[src/rtl/bus_controller.sv]
// bus_controller: hardwired control unit for the 16-bit common-bus CPU.
// It steps a T0..T6 timing counter under an IDLE/RUN/HALT mode machine and decodes
// the instruction into bus-select, register-strobe, memory and ALU controls.
// Optional feature macro: CTRL_SINGLE_STEP_EN adds a step input and a PAUSE mode
// that stops after every instruction until step is pulsed.
module bus_controller #(
  parameter int WORD_W  = 16,
  parameter int IO_HALT = 0
) (
  input  logic              clock,
  input  logic              reset,
  input  logic              run,
`ifdef CTRL_SINGLE_STEP_EN
  input  logic              step,
`endif
  input  logic [WORD_W-1:0] ir_in,
  input  logic              dr_zero,
  input  logic              ac_zero,
  input  logic              ac_neg,
  output logic [2:0]        bus_sel,
  output logic              ld_ar,
  output logic              inc_ar,
  output logic              ld_pc,
  output logic              inc_pc,
  output logic              ld_dr,
  output logic              inc_dr,
  output logic              ld_ac,
  output logic              inc_ac,
  output logic              clr_ac,
  output logic              ld_ir,
  output logic              mem_read,
  output logic              mem_write,
  output logic [2:0]        alu_op,
  output logic [2:0]        seq_t,
  output logic              instr_done,
  output logic              halted
);

  localparam logic [1:0] MODE_IDLE  = 2'd0;
  localparam logic [1:0] MODE_RUN   = 2'd1;
  localparam logic [1:0] MODE_HALT  = 2'd2;
  localparam logic [1:0] MODE_PAUSE = 2'd3;

  logic [1:0] r_mode;
  logic [2:0] r_sc;
  logic       r_i;
  logic [2:0] r_d;
  logic       w_done;
  logic       w_haltReq;
  logic       w_unused;

  // IR bits that decode to NOP for register-reference instructions.
  assign w_unused = &{1'b0, ir_in[10], ir_in[8:6], ir_in[1]};

  assign instr_done = w_done;
  assign seq_t      = (r_mode == MODE_RUN) ? r_sc : 3'd0;
  assign halted     = (r_mode == MODE_HALT);

  // Decode timing step, latched opcode fields and flags into this cycle's controls.
  always_comb begin
    bus_sel   = 3'd0;
    ld_ar     = 1'b0;
    inc_ar    = 1'b0;
    ld_pc     = 1'b0;
    inc_pc    = 1'b0;
    ld_dr     = 1'b0;
    inc_dr    = 1'b0;
    ld_ac     = 1'b0;
    inc_ac    = 1'b0;
    clr_ac    = 1'b0;
    ld_ir     = 1'b0;
    mem_read  = 1'b0;
    mem_write = 1'b0;
    alu_op    = 3'd0;
    w_done    = 1'b0;
    w_haltReq = 1'b0;
    if (r_mode == MODE_RUN) begin
      case (r_sc)
        3'd0: begin
          bus_sel = 3'd2;
          ld_ar   = 1'b1;
        end
        3'd1: begin
          bus_sel  = 3'd7;
          mem_read = 1'b1;
          ld_ir    = 1'b1;
          inc_pc   = 1'b1;
        end
        3'd2: begin
          bus_sel = 3'd5;
          ld_ar   = 1'b1;
        end
        3'd3: begin
          if (r_d == 3'd7) begin
            w_done = 1'b1;
            if (!r_i) begin
              clr_ac = ir_in[11];
              if (ir_in[9]) begin
                ld_ac  = 1'b1;
                alu_op = 3'd4;
              end
              inc_ac    = ir_in[5];
              inc_pc    = (ir_in[4] & ~ac_neg) | (ir_in[3] & ac_neg) | (ir_in[2] & ac_zero);
              w_haltReq = ir_in[0];
            end else begin
              w_haltReq = (IO_HALT != 0);
            end
          end else if (r_i) begin
            bus_sel  = 3'd7;
            mem_read = 1'b1;
            ld_ar    = 1'b1;
          end
        end
        3'd4: begin
          case (r_d)
            3'd0, 3'd1, 3'd2, 3'd6: begin
              bus_sel  = 3'd7;
              mem_read = 1'b1;
              ld_dr    = 1'b1;
            end
            3'd3: begin
              bus_sel   = 3'd4;
              mem_write = 1'b1;
              w_done    = 1'b1;
            end
            3'd4: begin
              bus_sel = 3'd1;
              ld_pc   = 1'b1;
              w_done  = 1'b1;
            end
            3'd5: begin
              bus_sel   = 3'd2;
              mem_write = 1'b1;
              inc_ar    = 1'b1;
            end
            default: ;
          endcase
        end
        3'd5: begin
          case (r_d)
            3'd0, 3'd1, 3'd2: begin
              ld_ac  = 1'b1;
              alu_op = r_d + 3'd1;
              w_done = 1'b1;
            end
            3'd5: begin
              bus_sel = 3'd1;
              ld_pc   = 1'b1;
              w_done  = 1'b1;
            end
            3'd6: inc_dr = 1'b1;
            default: ;
          endcase
        end
        3'd6: begin
          if (r_d == 3'd6) begin
            bus_sel   = 3'd3;
            mem_write = 1'b1;
            inc_pc    = dr_zero;
            w_done    = 1'b1;
          end
        end
        default: ;
      endcase
    end
  end

  // Mode machine, timing counter and opcode-field latch.
  always_ff @(posedge clock or negedge reset) begin
    if (!reset) begin
      r_mode <= MODE_IDLE;
      r_sc   <= 3'd0;
      r_i    <= 1'b0;
      r_d    <= 3'd0;
    end else begin
      case (r_mode)
        MODE_IDLE: begin
          r_sc <= 3'd0;
          if (run) r_mode <= MODE_RUN;
        end
        MODE_RUN: begin
          if (r_sc == 3'd2) begin
            r_i <= ir_in[15];
            r_d <= ir_in[14:12];
          end
          if (w_done) begin
            r_sc <= 3'd0;
            if (w_haltReq) r_mode <= MODE_HALT;
            else if (!run) r_mode <= MODE_IDLE;
`ifdef CTRL_SINGLE_STEP_EN
            else r_mode <= MODE_PAUSE;
`endif
          end else begin
            r_sc <= r_sc + 3'd1;
          end
        end
        MODE_HALT: begin
          r_sc <= 3'd0;
          if (!run) r_mode <= MODE_IDLE;
        end
`ifdef CTRL_SINGLE_STEP_EN
        MODE_PAUSE: begin
          r_sc <= 3'd0;
          if (!run) r_mode <= MODE_IDLE;
          else if (step) r_mode <= MODE_RUN;
        end
`endif
        default: begin
          r_mode <= MODE_IDLE;
          r_sc   <= 3'd0;
        end
      endcase
    end
  end

endmodule

[config.mk]
export PLATFORM = sky130hd
export DESIGN_NAME = bus_controller
export DESIGN_NICKNAME = d
export VERILOG_FILES = /design/src/rtl/bus_controller.sv
export SDC_FILE = /design/constraint.sdc
export NUM_CORES = 1
export LEC_CHECK = 0
export CAP_MARGIN = 40
export CORE_MARGIN = 2
export CORE_UTILIZATION = 30
export DETAILED_ROUTE_END_ITERATION = 7
export SLEW_MARGIN = 40
export SYNTH_ARGS = -nofsm -noshare
export SYNTH_HDL_FRONTEND = slang
export SYNTH_SLANG_ARGS = --single-unit
[constraint.sdc]
create_clock -name clock -period 4 [get_ports clock]
set_input_delay 0.8 -clock clock [delete_from_list [all_inputs] [get_ports clock]]
set_output_delay 0.8 -clock clock [all_outputs]
set_load 0.01 [all_outputs]
==> qor_table.md <==
| Step | Result | Reported |
|:---|:---|:---|
| run status | Status | complete, no violations |
| global routing | Remaining Overflow, GRT | 0 |
| die | Num ports | 45 |
| logic synthesis | Syn avg cell area | 7.79 sq um |
| die | Initial cell density of the core | 31.4% |
| timing | Maximum frequency from static timing analysis | 289 MHz |
| clocking | Cell chosen for the clock root | clkbuf_4 |
| layout | Area growth from synthesis to layout | 45.3% |
| layout | Number of nets at the end of the flow | 192 |
| timing | Setup-violating endpoint count in the final report | 0 |
| worst setup path | Endpoint kind of the worst setup timing path | primary output |
| die | Overall die height | 60.5 um |
| timing | Setup TNS | 0 ps |
| timing | Shortest clock period the worst path allows after layout | 3460 ps |
| layout | Finished Core Util | 45.6% |
| clocking | Inserted Clock Buffers | 3 |
| drt | Wirelength, routed | 2630 um |
| logic synthesis | Post-synthesis cell type with the largest combined area | dfrtp_1 |
| drt | WL per Instance | 13.0 um |
| worst setup path | Family with the most delay on the worst path | buffers and inverters |
| worst setup path | Arrival time reported for the critical path endpoint | 2660 ps |
| clocking | Clk buf depth | 2 |
| logic synthesis | Most repeated cell in the gate-level netlist after synthesis | nand2_1 |
| timing | Fin. max-slew vios | 0 |
| worst setup path | Crit-path cells | inv_1 -> ha_1 -> and3b_1 -> nand2_1 -> a221oi_1 -> clkdlybuf4s50_1 |
| clocking | Count of hold buffers inserted by post-cts repair | 0 |
| job | Max_cap viols | 0 |
| die | Row Count | 20 |
| timing | Post-route fraction of the period consumed by the critical path | 86.5% |
| logic synthesis | Number of synthesized register bits | 9 |
| hold path | Classification of the worst-slack hold path | reg -> reg |
| timing | Final worst-path setup slack | 542 ps |
| placement | Pre-CTS setup slack | 784 ps |
| timing | Slew at the pin closest to its max-slew limit | 483 ps |
| layout | Diode insertion count for antenna repair | 0 |
| clocking | CTS sink cnt | 9 |
| logic synthesis | Share of flip-flops with an asynchronous set or reset | 100% |
| worst setup path | Critical-path cell with the highest stage delay | clkdlybuf4s50_1 |
| drt | Via density per instance | 5.14 |
| power and ir drop | Total leakage power | 0.580 nW |
| drt | DR DRC count | 0 |
| placement | Gpl congestion | 0.829 |
| timing | RSZ-0062 raised after global routing | false |
| worst setup path | Longest individual stage delay on the worst path | 610 ps |
| logic synthesis | Area share of the leading cell type in the synthesized netlist | 23.5% |
| drt | Iteration-0 DRC count of the detailed router | 24 |
| clocking | Htree depth | 1 |
| logic synthesis | Top post-synthesis cells by area | dfrtp_1 (23%), ha_1 (14%), nand2_1 (4.7%) |
| layout | Fraction of final layout cells with drive strength greater than 1 | 5.70% |
| clocking | Number of buffers inserted by post-CTS setup repair | 0 |
| logic synthesis | Post-synth EDFFs | 0 |
| die | Area of the die | 3660 sq um |
| global routing | Vias in the first global route | 898 |
| global routing | Wire length of the first global-routing pass | 4240 um |
| logic synthesis | Total number of yosys warnings | 0 |
| global routing | Number of antenna violations at the first check in global routing | 0 |
| timing | Clock tree skew after final layout | 3.34 ps |
| die | Die Wd | 60.5 um |
| logic synthesis | Synth Cell Area | 958 sq um |
| logic synthesis | Unique cell type count in the Yosys netlist | 38 |
| die | Placeable core area | 3050 sq um |
| logic synthesis | Flip-flop cell with the highest count after synthesis | dfrtp_1 |
| power and ir drop | Cell area power density | 698 nW/um^2 |
| placement | Buffers added on ports | 39 |
| drt | Post-DRT Antenna Nets | 0 |
| timing | Tightest hold margin | 465 ps |
| worst setup path | Critical path class | reg -> out |
| clocking | Clock latency reported for the late side of the worst-skew pair | 260 ps |
| drt | Total number of vias | 1039 |
| timing | Relative slew slack | 67.8% |
| worst setup path | Number of buffer and inverter stages on the critical path | 2 |
| logic synthesis | Portion of the post-synthesis area used by sequential elements | 23.5% |
| global routing | Maximum number of pins on one net before global-route repair | 17 |
| worst setup path | Launching element type of the critical path | register |
| worst setup path | Max Fanout on Critical Path | 16 |
| clocking | PostCTS Resize Cnt | 0 |
| power and ir drop | Maximum vdd drop | 0.219 mV |
| timing | Hold violation count in the final report | 0 |
| worst setup path | Required @ worst endpoint | 3200 ps |
| clocking | TritonCTS clock tree | built |
| logic synthesis | Number of instances in the synthesized netlist | 123 |
| logic synthesis | Commonest cells in the netlist | nand2_1 (12), ha_1 (11), nor2_1 (10) |
| placement | HPWL reported at the end of detailed placement | 2100 um |
| logic synthesis | Net Count, Synth | 156 |
| global routing | Total GRT Usage | 15.1% |
| clocking | Clock transition at path regs | 60 ps |
| power and ir drop | Total power draw | 971 uW |
| drt | DR pass1 iterations | 4 |
-- layer usage --
metal	GRT usage [%]	up-vias	part of all wire, %	wire length (um)
met3	0.640	2	5.0	131
met5	0	-	0	0
met2	23.4	34	47	1230
met1	22.7	485	48	1260
met4	4.66	0	0.30	8
li1	-	518	-	-
-- layout make-up --
cell class,instances,area (sq um)
clock buffers,4,26.3
fillers,333,1660
inverters,7,26.3
multi-input cells,99,669
flip-flops and latches,9,225
well taps,44,55.1
repair buffers,39,390
-- worst paths after layout --
path                       depth (start not counted)                   from  slack (ps)               endpoint
min in group asynchronous                          1                  reset         840     r_d[2]$_DFFE_PN0P_
max in group asynchronous                          1                  reset        2880      r_sc[0]$_DFF_PN0_
max                                                6      r_sc[2]$_DFF_PN0_         540                  ld_ac
min reg2reg                                        1  r_mode[1]$_DFFE_PN0P_         470  r_mode[0]$_DFFE_PN0P_
min                                                1  r_mode[1]$_DFFE_PN0P_         470  r_mode[0]$_DFFE_PN0P_
max reg2reg                                        6      r_sc[2]$_DFF_PN0_        2020  r_mode[0]$_DFFE_PN0P_
-- report_power, final --
part	internal, mW	switching, mW	leakage (nW)
Sequential	0.131	0.0749	0.107
Combinational	0.352	0.344	0.458
Clock	0.0384	0.0306	0.0150
Total	0.522	0.450	0.580
-- registers in the layout, indices dropped and copies added (netlist names) --
register  count
r_d           3
r_sc          3
r_i           1
r_mode        2
-- cell families after synthesis --
group | after synthesis | synth area share, %
AND/OR/NAND/NOR | 56 | 31.3
AO/OA/AOI/OAI | 29 | 20.8
buffers and inverters | 15 | 6.66
adder cells (fa/ha/maj) | 11 | 14.4
flip-flops | 9 | 23.5
multiplexers | 3 | 3.39
-- placed cells by master, fill, tap and decap left out, types with 2 or more instances in the layout --
cell,instances
nor2_1,10
nand2b_1,2
clkdlybuf4s50_1,39
a21oi_1,6
nand3_1,6
inv_1,7
a31oi_1,3
and3b_1,2
and3_1,7
nor3_1,4
nor2b_1,4
o21ai_0,7
mux2_2,2
dfrtp_1,9
a221oi_1,2
a41oi_1,2
or3_1,2
nand2_1,12
ha_1,11
clkbuf_4,3
-- stage by stage --
stage,instances,instance area [sq um]
floorplan,123,958
global placement,198,1370
detailed placement,198,1370
CTS,202,1390
global route,202,1390
finish,202,1390
(Power assumes the default switching activity.)
